**config.mk**
```make
export PLATFORM = sky130hd
export DESIGN_NAME = mux_8x1_rr_scheduler_flat
export DESIGN_NICKNAME = d
export VERILOG_FILES = /design/src/rtl/mux_8x1_rr_scheduler_if.sv /design/src/rtl/mux_8x1_rr_scheduler.sv /design/src/flat_wrapper.sv
export SDC_FILE = /design/constraint.sdc
export NUM_CORES = 1
export LEC_CHECK = 0
export ABC_AREA = 1
export CORE_MARGIN = 2
export CORE_UTILIZATION = 35
export DETAILED_ROUTE_END_ITERATION = 16
export RECOVER_POWER = 50
export SLEW_MARGIN = 20
export SYNTH_ARGS = -nofsm -noshare
export SYNTH_HDL_FRONTEND = slang
export SYNTH_SLANG_ARGS = --single-unit
```
**constraint.sdc**
```tcl
create_clock -name clk -period 5.3 [get_ports clk]
set_input_delay 1.06 -clock clk [delete_from_list [all_inputs] [get_ports clk]]
set_output_delay 1.06 -clock clk [all_outputs]
set_load 0.005 [all_outputs]
```
**src/rtl/mux_8x1_rr_scheduler_if.sv**
```systemverilog
// mux_8x1_rr_scheduler_if: request/data/grant bundle between sources, consumer and scheduler
interface mux_8x1_rr_scheduler_if;
    logic [7:0] req;
    logic [7:0] d;
    logic       ack;
    logic [7:0] gnt;
    logic [2:0] sel;
    logic       y;
    logic       valid;
    modport master (output req, d, ack, input gnt, sel, y, valid);
    modport slave (input req, d, ack, output gnt, sel, y, valid);
endinterface

```
**src/rtl/mux_8x1_rr_scheduler.sv**
```systemverilog
// mux_8x1_rr_scheduler: round-robin 8:1 mux with bounded hold per grant and one idle cycle between grants
module mux_8x1_rr_scheduler #(
    parameter int MAX_HOLD = 4
) (
    input logic clk,
    input logic rst,
    mux_8x1_rr_scheduler_if.slave bus
);
    typedef enum logic {IDLE, GRANT} state_t;
    state_t state, state_n;
    logic [2:0] ptr, ptr_n, idx, idx_n, cnt, cnt_n, pick;
    logic rel;
    assign bus.y = bus.d[bus.sel];
    // first requesting source at or after ptr; higher offsets are overwritten by lower ones
    always_comb begin
        pick = '0;
        for (int k = 7; k >= 0; k--)
            if (bus.req[ptr + 3'(k)]) pick = ptr + 3'(k);
    end
    // next state: grab a source from IDLE, release on withdrawal or on the last allowed transfer
    always_comb begin
        state_n = state;
        ptr_n = ptr;
        idx_n = idx;
        cnt_n = cnt;
        rel = !bus.req[idx] || (bus.ack && cnt == 3'(MAX_HOLD - 1));
        if (state == IDLE) begin
            if (|bus.req) begin
                state_n = GRANT;
                idx_n = pick;
            end
        end else if (rel) begin
            state_n = IDLE;
            ptr_n = idx + 3'd1;
            cnt_n = '0;
        end else begin
            cnt_n = cnt + 3'(bus.ack);
        end
    end
    // state and registered outputs; sel keeps the last granted index while idle
    always_ff @(posedge clk) begin
        if (rst) begin
            state <= IDLE;
            ptr <= '0;
            idx <= '0;
            cnt <= '0;
            bus.gnt <= '0;
            bus.sel <= '0;
            bus.valid <= 1'b0;
        end else begin
            state <= state_n;
            ptr <= ptr_n;
            idx <= idx_n;
            cnt <= cnt_n;
            bus.gnt <= state_n == GRANT ? 8'd1 << idx_n : '0;
            bus.sel <= state_n == GRANT ? idx_n : bus.sel;
            bus.valid <= state_n == GRANT;
        end
    end
endmodule

```
**src/flat_wrapper.sv**
```systemverilog
// flat-port wrapper written by rule: the top's interface ports become plain ports
module mux_8x1_rr_scheduler_flat 
#(
    parameter int MAX_HOLD = 4
)
  (clk, rst, bus_req, bus_d, bus_ack, bus_gnt, bus_sel, bus_y, bus_valid);
  mux_8x1_rr_scheduler_if bus_i ();
  input logic clk;
  input logic rst;
  input wire logic [$bits(bus_i.req)-1:0] bus_req;
  input wire logic [$bits(bus_i.d)-1:0] bus_d;
  input wire logic [$bits(bus_i.ack)-1:0] bus_ack;
  output wire logic [$bits(bus_i.gnt)-1:0] bus_gnt;
  output wire logic [$bits(bus_i.sel)-1:0] bus_sel;
  output wire logic [$bits(bus_i.y)-1:0] bus_y;
  output wire logic [$bits(bus_i.valid)-1:0] bus_valid;
  assign bus_i.req = bus_req;
  assign bus_i.d = bus_d;
  assign bus_i.ack = bus_ack;
  assign bus_gnt = bus_i.gnt;
  assign bus_sel = bus_i.sel;
  assign bus_y = bus_i.y;
  assign bus_valid = bus_i.valid;
  mux_8x1_rr_scheduler #(.MAX_HOLD(MAX_HOLD)) u_core (.clk(clk), .rst(rst), .bus(bus_i));
endmodule
```
---- Word level (Yosys, flattened, before mapping) ----
Index checks and enable logic that the tools add are counted.
W data, S select, Z words.
storage, ports and cells
  output and inout port bits .............. 13
  memories ................................ 0
  latch bits .............................. 0
  RAM bits ................................ 0
  register bits after elaboration ......... 21
  ROM bits ................................ 0
cells by class
  $lt $le $gt $ge ......................... 10
  multiply operators ...................... 0
  multiplexer cells ....................... 34
  reductions and logical operators ........ 6
  bitwise operators ....................... 1
  add/sub/neg operators ................... 9
  shift operators ......................... 1
  div/mod/pow operators ................... 0
  eq/ne operators ......................... 1
operator list
  operator               number
  $lt A3 B4 Y1 const B   10
  $mux W3                11
  $bmux W1 S3            10
  $mux W1                13
  $add A3 B3 Y3 const B  4
  $reduce_or A8 Y1       1
  $shl A1 B3 Y8 const A  1
  $add A3 B1 Y3 const B  2
  $add A3 B2 Y3 const B  2
  $add A3 B1 Y3          1
  $eq A3 B2 Y1 const B   1
  $reduce_and A2 Y1      1
  $reduce_or A2 Y1       1
  $logic_and A1 B1 Y1    1
  $logic_not A1 Y1       1
  $logic_or A1 B1 Y1     1
  $not A1 Y1             1

---- Depth between registers and ports, before layout ----
  depth in word-level cells ............... 14
  mapped depth ............................ 21
  mapped depth without buffers ............ 19

---- Least setup slack after synthesis ----
Ideal clock, no wire load.
  path type ............................... input port to output port
  start point ............................. input bus_d[6]
  end point ............................... output bus_y
  stages on the path ...................... 4
  arrival time ............................ 1.459 ns
  required time ........................... 4.240 ns
  setup slack ............................. 2.781 ns
  cells stage by stage .................... o21ai_0 -> o22ai_1 -> nor2_1 -> a31oi_1
between the ends
  cells in the longest elaborated chain, start to end .. 2
RTL lines
  element                        RTL line                    source
  start: declaration             flat_wrapper.sv:11          input wire logic [$bits(bus_i.d)-1:0] bus_d;
  $bmux W1 S3                    mux_8x1_rr_scheduler.sv:13  assign bus.y = bus.d[bus.sel];
  $mux W1 (not written as such)  mux_8x1_rr_scheduler.sv:13
  end: declaration               flat_wrapper.sv:15          output wire logic [$bits(bus_i.y)-1:0] bus_y;
No other way between the ends. The select of a mux whose other input is x is not followed.

---- Worst setup path after layout ----
Same ends and word-level chain as after synthesis.

==> flow_metrics.py <==
metrics = {
    "worst_setup_path": {
        "crit_required_ps": 4240,
        "cp_cell_sequence": "clkdlybuf4s50_1, o21ai_0, o22ai_1, nor2_1, a31oi_1, clkdlybuf4s50_1",
        "r2r-start": "u_core.ptr[0]",
        "cp.arrival_ps": 2450,
        "crit_fanout": 1,
        "cp-end-kind": "output port",
        "path_class": "in2out",
        "r2r_setup_slack_ps": 2720,
        "worstSetupStartpointType": "primary input",
        "critPathMaxStageDelay_ps": 520,
        "crit_slowest_cell": "clkdlybuf4s50_1",
        "r2r_cells": 15,
        "cpMostUsedCell": "clkdlybuf4s50_1",
        "r2r-end": "u_core.bus.sel[2]",
    },
    "cts": {
        "cts_tree": "yes",
        "ctsHoldBuffers": 0,
        "cts_buffers": 3,
        "cts_resized": 0,
        "postCtsSetupBuffers": 0,
        "htree_levels": 1,
        "cts.sinks": 21,
        "clkSlewWorstSetupHoldPaths_ps": 70,
        "clock_latency_ps": 250,
        "cts-root-buf": "clkbuf_8",
        "cts.path.max_buffers": 2,
    },
    "yosys": {
        "synth_area_um2": 1600,
        "yosysSeqAreaShare_pct": 26.3,
        "synth_top_area_share_pct": 26.3,
        "yosys_warnings": 0,
        "synthDistinctLibCells": 25,
        "synth_seq_cells": 21,
        "synth_area_leaders": "dfxtp_1, nand2_1, nand3_1",
        "syn_area_per_cell_um2": 6.36,
        "synth_top_area_cell": "dfxtp_1",
        "synthCells": 251,
        "syn_nets": 275,
    },
    "grt": {
        "antenna_found_initial": 0,
        "met1_usage_pct": 19.1,
        "grt_max_degree": 13,
        "met3_usage_pct": 1.83,
        "grt_use_met2_pct": 28.0,
        "grt_pass1_vias": 1565,
        "grt.overflow.total": 0,
        "gr-usage-all-layers_pct": 15.2,
        "grt_pass1_wl_um": 6510,
        "busiest_layer": "met2",
    },
    "layout": {
        "layout-drive-gt1-share_pct": 10.3,
        "seqCellArea_um2": 420,
        "syn2layout_area_growth_pct": 23.0,
        "fin_cells": 334,
        "antenna_cells": 0,
        "nFillCells": 478,
        "stdcell_area_um2": 1960,
        "multiInputGateArea_um2": 1020,
        "num-nets-final": 307,
    },
    "hold_path": {
        "hold_path.class": "reg2reg",
        "min_from": "u_core.cnt[1]",
        "holdPathStages": 2,
        "hold_end": "u_core.cnt[1]",
    },
    "power": {
        "p_per_area_nw_per_um2": 610,
        "p_leak_nw": 0.939,
        "peakVddDrop_v": 0.000239,
    },
    "route": {
        "drc": 0,
        "wire_per_inst_um": 11.0,
        "vias_per_cell": 4.99,
        "ant_nets": 0,
        "firstDrtPassIters": 4,
        "drtIter0Drc": 74,
        "via_count": 1668,
        "wirelength_um": 3660,
    },
    "status": {
        "status": "finished clean",
    },
    "timing": {
        "fin_crit_ps": 3510,
        "fmax_ghz": 0.285,
        "finalHoldViolCount": 0,
        "worstMarginPinSlew_ps": 507,
        "skew_ps": 3.18,
        "setup_viol": 0,
        "timing.setup.tns_ps": 0,
        "holdWs_ps": 486,
        "finalCritPeriodShare_pct": 66.2,
        "slew_headroom_pct": 66.2,
        "drv_slew": 0,
        "rsz0062_at_grt": "no",
    },
    "placed_design": {
        "place_inst": 330,
        "numPortBuffers": 31,
        "hpwl_um": 3070,
        "gp_congestion": 0.789,
        "placed_area_um2": 1930,
    },
    "die": {
        "die_y_um": 71.5,
        "std_cell_rows": 24,
        "initial_core_util_pct": 36.4,
        "core_um2": 4380,
        "die_w_um": 71.5,
        "die-area_um2": 5120,
        "io_pins": 32,
    },
    "job": {
        "max-cap-violations": 0,
    },
}
## worst max path at each step
stage                        start     to  slack [ps]  depth (start not counted)
after floorplan           bus_d[6]  bus_y        2780                          4
after global placement    bus_d[6]  bus_y        1790                          6
after detailed placement  bus_d[6]  bus_y        1760                          6
after CTS                 bus_d[6]  bus_y        1770                          6
after global routing      bus_d[6]  bus_y        1700                          6
final                     bus_d[6]  bus_y        1790                          6
## cells in the mapped netlist
cell type	count
xor2_1	1
dfxtp_1	21
a21oi_1	12
a21oi_4	1
nor4_1	1
nor2_1	29
inv_1	20
xnor2_4	1
xor2_2	1
nand3_2	7
inv_2	6
nand4_1	1
nand2_2	8
inv_4	1
nor2_2	2
buf_6	4
o211ai_2	1
nand2_1	72
o22ai_1	3
o21ai_0	14
xnor2_1	1
a221oi_1	1
nand3_1	36
a31oi_1	2
ha_1	5
## cell type report
type / count / area share (%)
Clock buffer: 4 / 2.29
Tap cell: 52 / 3.31
Timing Repair Buffer: 31 / 15.8
Inverter: 27 / 5.29
Multi-Input combinational cell: 199 / 51.9
Sequential cell: 21 / 21.4
## critical path: cells and delay by family
kind | cells | cell delay (ps)
AOI/OAI and AO/OA | 3 | 360
buffers and inverters | 2 | 970
and+or+nand+nor | 1 | 50
## flip-flops by register name (all words and copies together) (netlist names)
register,count
u_core.bus.gnt,8
u_core.bus.sel,3
u_core.cnt,3
u_core.idx,3
u_core.ptr,3
u_core.bus.valid,1
## kinds of logic (layout without fill, tap and decap cells)
kind of cell	after synthesis	after routing	share of synthesized area (%)
AO/OA/AOI/OAI	34	34	12.5
XOR/XNOR	4	4	3.84
AND/OR/NAND/NOR	156	156	44.1
buffers and inverters	31	62	9.33
adder cells (fa/ha/maj)	5	5	3.92
flip-flops	21	21	26.3
## cells in the final DEF, fill, tap and decap left out, types with 2 or more instances in the layout
cell type,n
nand2_1,72
nand3_1,36
nor2_1,30
dfxtp_1,21
inv_1,20
clkdlybuf4s50_1,18
o21ai_0,14
dlygate4sd3_1,13
a21oi_1,12
nand2_2,8
nand3_2,7
inv_2,6
ha_1,5
o22ai_1,3
clkbuf_8,3
a31oi_1,2
## per-stage QoR
stage | worst slack [ps] | power (mW) | util [%]
final | 1790 | 1.20 | 44.8
after CTS | 1770 | 1.23 | 45.0
after detailed placement | 1760 | 1.12 | 43.9
after global placement | 1790 | 1.12 | 43.9
after global routing | 1700 | 1.35 | 44.8
after floorplan | 2780 | 0.935 | -
## report_power, final
| group | internal, mW | total [mW] | switching [mW] |
|---|---|---|---|
| logic | 0.327 | 0.835 | 0.507 |
| registers | 0.202 | 0.264 | 0.0618 |
| clock network | 0.0533 | 0.0989 | 0.0456 |
## routing by layer
layer / vias up / share of wire [%]
li1: 886 / -
met1: 753 / 47
met2: 27 / 50
met3: 2 / 2.7
met4: 0 / 0.44
met5: - / 0
No activity file was read; power rests on OpenSTA's default activity.
